==> src/rtl/router_pkg.sv <==
// -----------------------------------------------------------------------------
// router_pkg
//   Shared constants and width helpers for the parametrised router synchroniser.
//   Ports: none (package).
//     ROUTER_TIMEOUT_DEF  default stall timeout in cycles
//     ROUTER_MAX_CH       largest supported channel count
//     router_clog2        ceil(log2(value)), 0 for value <= 1
//     router_clog2_min1   router_clog2 clamped to at least 1 (address width)
// -----------------------------------------------------------------------------
package router_pkg;

  localparam int ROUTER_TIMEOUT_DEF = 30;
  localparam int ROUTER_MAX_CH      = 16;

  function automatic int router_clog2(input int value);
    int width;
    width = 0;
    // Stop at bit 30: 1<<31 is negative as a signed int and would always compare below value.
    for (int i = 0; i < 31; i++) begin
      if ((1 << i) < value) begin
        width = i + 1;
      end
    end
    return width;
  endfunction

  function automatic int router_clog2_min1(input int value);
    int width;
    width = router_clog2(value);
    return (width < 1) ? 1 : width;
  endfunction

endpackage

==> src/rtl/router_sync_timer.sv <==
// -----------------------------------------------------------------------------
// router_sync_timer
//   One per-channel stall counter. Counts consecutive stalled cycles and emits a
//   one-cycle soft_reset pulse on the TIMEOUT-th consecutive stall edge, then
//   restarts counting so a continued stall re-fires every TIMEOUT cycles.
//   Ports:
//     clock       in   rising-edge clock
//     reset       in   synchronous active-high reset
//     stall       in   channel has valid data, is not being read, timeout enabled
//     soft_reset  out  registered one-cycle soft reset pulse
// -----------------------------------------------------------------------------
module router_sync_timer
  import router_pkg::*;
#(
  parameter int CNT_W   = 5,
  parameter int TIMEOUT = ROUTER_TIMEOUT_DEF
) (
  input  logic clock,
  input  logic reset,
  input  logic stall,
  output logic soft_reset
);

  localparam logic [CNT_W-1:0] CNT_LAST = CNT_W'(TIMEOUT - 1);

  logic [CNT_W-1:0] cnt_q, cnt_d;
  logic             soft_reset_q, soft_reset_d;

  // Any break in the stall clears the count, so the counter can never pass CNT_LAST.
  always_comb begin
    cnt_d        = '0;
    soft_reset_d = 1'b0;
    if (stall) begin
      if (cnt_q == CNT_LAST) begin
        soft_reset_d = 1'b1;
      end else begin
        cnt_d = cnt_q + CNT_W'(1);
      end
    end
  end

  always_ff @(posedge clock) begin
    if (reset) begin
      cnt_q        <= '0;
      soft_reset_q <= 1'b0;
    end else begin
      cnt_q        <= cnt_d;
      soft_reset_q <= soft_reset_d;
    end
  end

  assign soft_reset = soft_reset_q;

endmodule

==> src/rtl/router_sync_param.sv <==
// -----------------------------------------------------------------------------
// router_sync_param
//   Synchroniser between the router FSM and NUM_CH output FIFOs. Latches the
//   header destination, steers the FSM write strobe to the addressed FIFO,
//   returns that FIFO's full flag, exports per-FIFO valid flags and soft-resets
//   any FIFO whose reader stalls for TIMEOUT cycles. Headers naming a channel
//   that does not exist raise addr_err and the whole packet is dropped.
//   Ports:
//     clock          in   rising-edge clock
//     reset          in   synchronous active-high reset
//     detect_add     in   header present: latch data_in as destination
//     write_enb_reg  in   write current byte to the addressed FIFO
//     data_in        in   [ADDR_W] destination address
//     timeout_en     in   enables the stall timers (0 holds them at zero)
//     read_enb       in   [NUM_CH] per-FIFO read enable
//     empty          in   [NUM_CH] per-FIFO empty flag
//     full           in   [NUM_CH] per-FIFO full flag
//     vld_out        out  [NUM_CH] per-FIFO data valid (~empty)
//     soft_reset     out  [NUM_CH] per-FIFO soft reset pulse
//     write_enb      out  [NUM_CH] one-hot FIFO write enable
//     fifo_full      out  full flag of the addressed FIFO
//     addr_err       out  one-cycle pulse after an illegal address is latched
// -----------------------------------------------------------------------------
module router_sync_param
  import router_pkg::*;
#(
  parameter  int NUM_CH  = 3,
  parameter  int TIMEOUT = ROUTER_TIMEOUT_DEF,
  localparam int ADDR_W  = router_clog2_min1(NUM_CH),
  localparam int CNT_W   = router_clog2(TIMEOUT + 1)
) (
  input  logic              clock,
  input  logic              reset,
  input  logic              detect_add,
  input  logic              write_enb_reg,
  input  logic [ADDR_W-1:0] data_in,
  input  logic              timeout_en,
  input  logic [NUM_CH-1:0] read_enb,
  input  logic [NUM_CH-1:0] empty,
  input  logic [NUM_CH-1:0] full,
  output logic [NUM_CH-1:0] vld_out,
  output logic [NUM_CH-1:0] soft_reset,
  output logic [NUM_CH-1:0] write_enb,
  output logic              fifo_full,
  output logic              addr_err
);

  // One extra bit so NUM_CH itself is representable when NUM_CH is a power of two.
  localparam logic [ADDR_W:0] NUM_CH_EXT = (ADDR_W + 1)'(NUM_CH);

  logic [ADDR_W-1:0] addr_reg_q, addr_reg_d;
  logic              addr_ok_q, addr_ok_d;
  logic              addr_err_q, addr_err_d;
  logic              addr_legal;
  logic [NUM_CH-1:0] ch_sel;
  logic [NUM_CH-1:0] stall;

  assign addr_legal = ({1'b0, data_in} < NUM_CH_EXT);

  // Destination holds across packets until the next header.
  always_comb begin
    addr_reg_d = addr_reg_q;
    addr_ok_d  = addr_ok_q;
    addr_err_d = 1'b0;
    if (detect_add) begin
      addr_reg_d = data_in;
      addr_ok_d  = addr_legal;
      addr_err_d = ~addr_legal;
    end
  end

  always_ff @(posedge clock) begin
    if (reset) begin
      addr_reg_q <= '0;
      addr_ok_q  <= 1'b0;
      addr_err_q <= 1'b0;
    end else begin
      addr_reg_q <= addr_reg_d;
      addr_ok_q  <= addr_ok_d;
      addr_err_q <= addr_err_d;
    end
  end

  // Selection uses the registered address, so a header and a write in the same
  // cycle still go to the previous destination. An illegal address selects nothing,
  // which both drops the writes and keeps fifo_full low so the FSM never stalls.
  always_comb begin
    ch_sel = '0;
    for (int i = 0; i < NUM_CH; i++) begin
      ch_sel[i] = addr_ok_q && (addr_reg_q == ADDR_W'(i));
    end
  end

  assign write_enb = write_enb_reg ? ch_sel : '0;
  assign fifo_full = |(full & ch_sel);
  assign vld_out   = ~empty;
  assign addr_err  = addr_err_q;

  for (genvar g = 0; g < NUM_CH; g++) begin : g_timer
    assign stall[g] = ~empty[g] & ~read_enb[g] & timeout_en;

    router_sync_timer #(
      .CNT_W   (CNT_W),
      .TIMEOUT (TIMEOUT)
    ) u_timer (
      .clock      (clock),
      .reset      (reset),
      .stall      (stall[g]),
      .soft_reset (soft_reset[g])
    );
  end

endmodule

==> config.mk <==
export PLATFORM = sky130hd
export DESIGN_NAME = router_sync_param
export DESIGN_NICKNAME = d
export VERILOG_FILES = /design/src/rtl/router_pkg.sv /design/src/rtl/router_sync_timer.sv /design/src/rtl/router_sync_param.sv
export SDC_FILE = /design/constraint.sdc
export NUM_CORES = 1
export LEC_CHECK = 0
export ABC_CLOCK_PERIOD_IN_PS = 1600
export CORE_UTILIZATION = 48
export CTS_BUF_LIST = sky130_fd_sc_hd__clkbuf_8
export CTS_CLUSTER_SIZE = 30
export DETAILED_ROUTE_END_ITERATION = 10
export PLACE_DENSITY_LB_ADDON = 0.15
export RECOVER_POWER = 50
export REMOVE_ABC_BUFFERS = 1
export SLEW_MARGIN = 0
export SYNTH_ARGS = -nofsm -noshare
export SYNTH_HDL_FRONTEND = slang
export SYNTH_SLANG_ARGS = --single-unit
==> constraint.sdc <==
create_clock -name clock -period 1.6 [get_ports clock]
set_input_delay 0.32 -clock clock [delete_from_list [all_inputs] [get_ports clock]]
set_output_delay 0.32 -clock clock [all_outputs]
set_load 0.005 [all_outputs]
==> metrics.csv <==
stage;metric;value;unit
synth;ys.flop_type;dfxtp_1;
worst_setup_path;worstPathArrival;1.18;ns
clock_tree;clk_path_buf_depth;2;
die;core.rowCount;15;
clock_tree;cts-root-buf;clkbuf_8;
timing;finalCriticalPeriod;1.503;ns
routing;drc;0;
global_route;antenna_found_initial;0;
clock_tree;clock-sinks;22;
clock_tree;clock_latency;0.25;ns
routing;wirelength;1620;µm
global_route;grt_max_degree;12;
cells_and_area;final_cells;148;
place;dp_hpwl;1228;µm
cells_and_area;nets;147;
worst_setup_path;critPathLaunchType;input port;
timing;setup_viol;0;
synth;avgSynthCellArea;9.889;µm²
synth;yosys_warnings;0;
die;die_x;45.77;µm
min_path;hold_class;register to register;
synth;ys_ff_latch;22;
synth;synth_edf_count;0;
die;die_y;45.77;µm
global_route;grt_use_total;0.1818;
cells_and_area;n_antenna_cell;0;
timing;report.final.slew_viol_count;0;
die;ioPinCount;27;
worst_setup_path;worstPathRequired;1.28;ns
clock_tree;cts_buffers;3;
synth;synth_area;919.6;µm²
timing;finalCritPeriodShare;0.9394;
global_route;grt_pass1_vias;654;
timing;hold_violations;0;
run_status;status;finished clean;
min_path;whs_endpoint;g_timer[1].u_timer.cnt_q[0]$_SDFF_PP0_;
synth;synth_cell_types;22;
synth;synthArstFlopShare;0;
global_route;overflow;0;
clock_tree;cts_tree;yes;
synth;synth_cells;93;
routing;vias_per_cell;4.865;
place;preCtsSetupSlack;-0.3431;ns
worst_setup_path;crit_fanout;1;
job;drv_cap;0;
timing;fin_worst_skew;0.0007915;ns
min_path;hold_depth;1;
routing;ant_nets;0;
die;start_util;0.5213;
worst_setup_path;ff2ff_path_depth;5;
die;core_area;1764;µm²
timing;max_freq;665.3;MHz
global_route;grt_pass1_wl;2663;µm
timing;rsz0062_at_grt;false;
synth;ys_top_cells_by_area;dfxtp_1 (48%), ha_1 (8.2%), nor2_1 (6.9%), xor2_1 (5.7%), or4b_4 (4.5%);
power;power;0.9809;mW
cells_and_area;synthToLayoutAreaGrowth;35.78;%
synth;yosysSeqAreaShare;0.4789;
worst_setup_path;endpoint_kind;output pin;
synth;synth.top_cell.area_share;0.4789;
worst_setup_path;worstSetupPathType;input port to output pin;
timing;timing.final.ws_setup;0.09692;ns
place;port_buffers;26;
timing;worstMarginPinSlew;0.2744;ns
power;p_per_area;785.6;nW/µm²
die;die_area;2095;µm²
place;gp_congestion;0.7070;
cells_and_area;drive_above_1_share;0.1463;
clock_tree;clk_pin_slew;0.07;ns
power;ir_worst_vdd;0.7467;mV
routing;drt_iter0_drc;10;
clock_tree;htree_num_levels;1;
worst_setup_path;r2r_slack;0.22;ns
synth;yosys.area.top_type;dfxtp_1;
routing;detail_route.wl_per_cell;10.95;µm
worst_setup_path;r2r-end;g_timer[2].u_timer.cnt_q[2]$_SDFF_PP0_;
min_path;min-delay-start;g_timer[1].u_timer.cnt_q[0]$_SDFF_PP0_;
timing;max_slew_margin;0.8154;
routing;via_count;720;
power;leakage;0.5049;nW
worst_setup_path;r2r_start;g_timer[2].u_timer.cnt_q[1]$_SDFF_PP0_;
routing;firstDrtPassIters;4;
place;placed_cells;145;
## routing by layer
metal | share of wire | track usage
met5 | 0 | 0
met4 | 0.020 | 0.09412
met3 | 0.030 | 0.04762
met2 | 0.50 | 0.2857
met1 | 0.45 | 0.2283
## worst max-delay path, cell delays in order
cell and delay [ns]:
clkdlybuf4s50_1 0.45, mux2i_1 0.06, o21ai_1 0.11, and2_1 0.13
clkbuf_2 0.11
## cell families after synthesis
| kind of cell | after synthesis | synth area share |
|---|---|---|
| and+or+nand+nor | 42 | 0.2626 |
| DFF | 22 | 0.4789 |
| xor gates and xnor gates | 9 | 0.08572 |
| buffers and inverters | 9 | 0.04898 |
| adders and majority gates | 6 | 0.08163 |
| AOI/OAI and AO/OA | 3 | 0.02040 |
| muxes | 2 | 0.02177 |
## cells in the mapped netlist (2+ instances only)
library cell / n
ha_1: 6
nor3b_1: 3
nand3_1: 6
dfxtp_1: 22
xnor2_1: 3
inv_1: 6
mux2i_1: 2
nand4_1: 3
nor4_1: 3
or4b_4: 3
nand2_1: 2
buf_4: 3
xor2_1: 6
nor2_1: 17
## registers in the layout (all words and copies together) (netlist names)
name,flops
addr_err,1
g_timer.u_timer.soft_reset,3
addr_reg_q,2
g_timer.u_timer.cnt_q,15
addr_ok_q,1
## area by class of cell
class / count / area (µm²)
Clock buffer: 3 / 41.29
Inverter: 6 / 22.52
Multi-Input combinational cell: 62 / 439.2
Fill cell: 153 / 515.5
Timing Repair Buffer: 30 / 270.3
Tap cell: 25 / 31.28
Sequential cell: 22 / 444.2
## through the flow
stage | hold WS [ns] | instance area (µm²) | util | TNS, ns
global route | 0.5075 | 1249 | 0.7078 | 0
CTS | 0.4773 | 1261 | 0.7149 | -0.02460
floorplan | 0.3891 | 897.1 | - | 0
detailed placement | 0.4596 | 1219 | 0.6908 | -1.757
global placement | 0.4468 | 1219 | 0.6908 | -1.420
finish | 0.4695 | 1249 | 0.7078 | 0
## where the power goes
part | switching (mW) | internal (mW)
clock | 0.159 | 0.167
combinational | 0.0313 | 0.0599
sequential | 0.00891 | 0.554
## how the worst max path moves through the flow
stage / start / to / slack [ns]
2_1_floorplan: g_timer[2].u_timer.cnt_q[1]$_SDFF_PP0_ / g_timer[2].u_timer.cnt_q[2]$_SDFF_PP0_ / 0.34
3_3_place_gp: full[1] / fifo_full / -0.28
3_5_place_dp: full[1] / fifo_full / -0.34
4_1_cts: write_enb_reg / write_enb[2] / -0.01
5_1_grt: reset / g_timer[1].u_timer.cnt_q[4]$_SDFF_PP0_ / 0.05
6_report: full[1] / fifo_full / 0.1
## layout by cell type, fill, tap and decap left out
cell	netlist	layout
a21oi_1	1	1
a311oi_1	1	1
and2_1	1	1
buf_4	3	4
clkbuf_2	0	4
clkbuf_8	0	3
clkdlybuf4s50_1	0	14
dfxtp_1	22	21
dfxtp_4	0	1
dlygate4sd2_1	0	2
dlygate4sd3_1	0	5
dlymetal6s2s_1	0	1
ha_1	6	6
inv_1	6	6
mux2i_1	2	2
nand2_1	2	1
nand2_2	0	1
nand2b_1	1	2
nand3_1	6	6
nand3b_1	1	1
nand4_1	3	3
nor2_1	17	17
nor3_1	1	1
nor3b_1	3	1
nor3b_2	0	2
nor4_1	3	3
o21ai_1	0	1
or4b_4	3	3
xnor2_1	3	3
xor2_1	6	6
## what timing repair did
| item | CTS | global route |
|---|---|---|
| endpoints found under the setup margin | 6 | 5 |
| resized for setup | 11 | 10 |
| hold buffers | 0 | 0 |
| buffers inserted | 0 | 0 |
No activity file was read; power rests on OpenSTA's default activity.
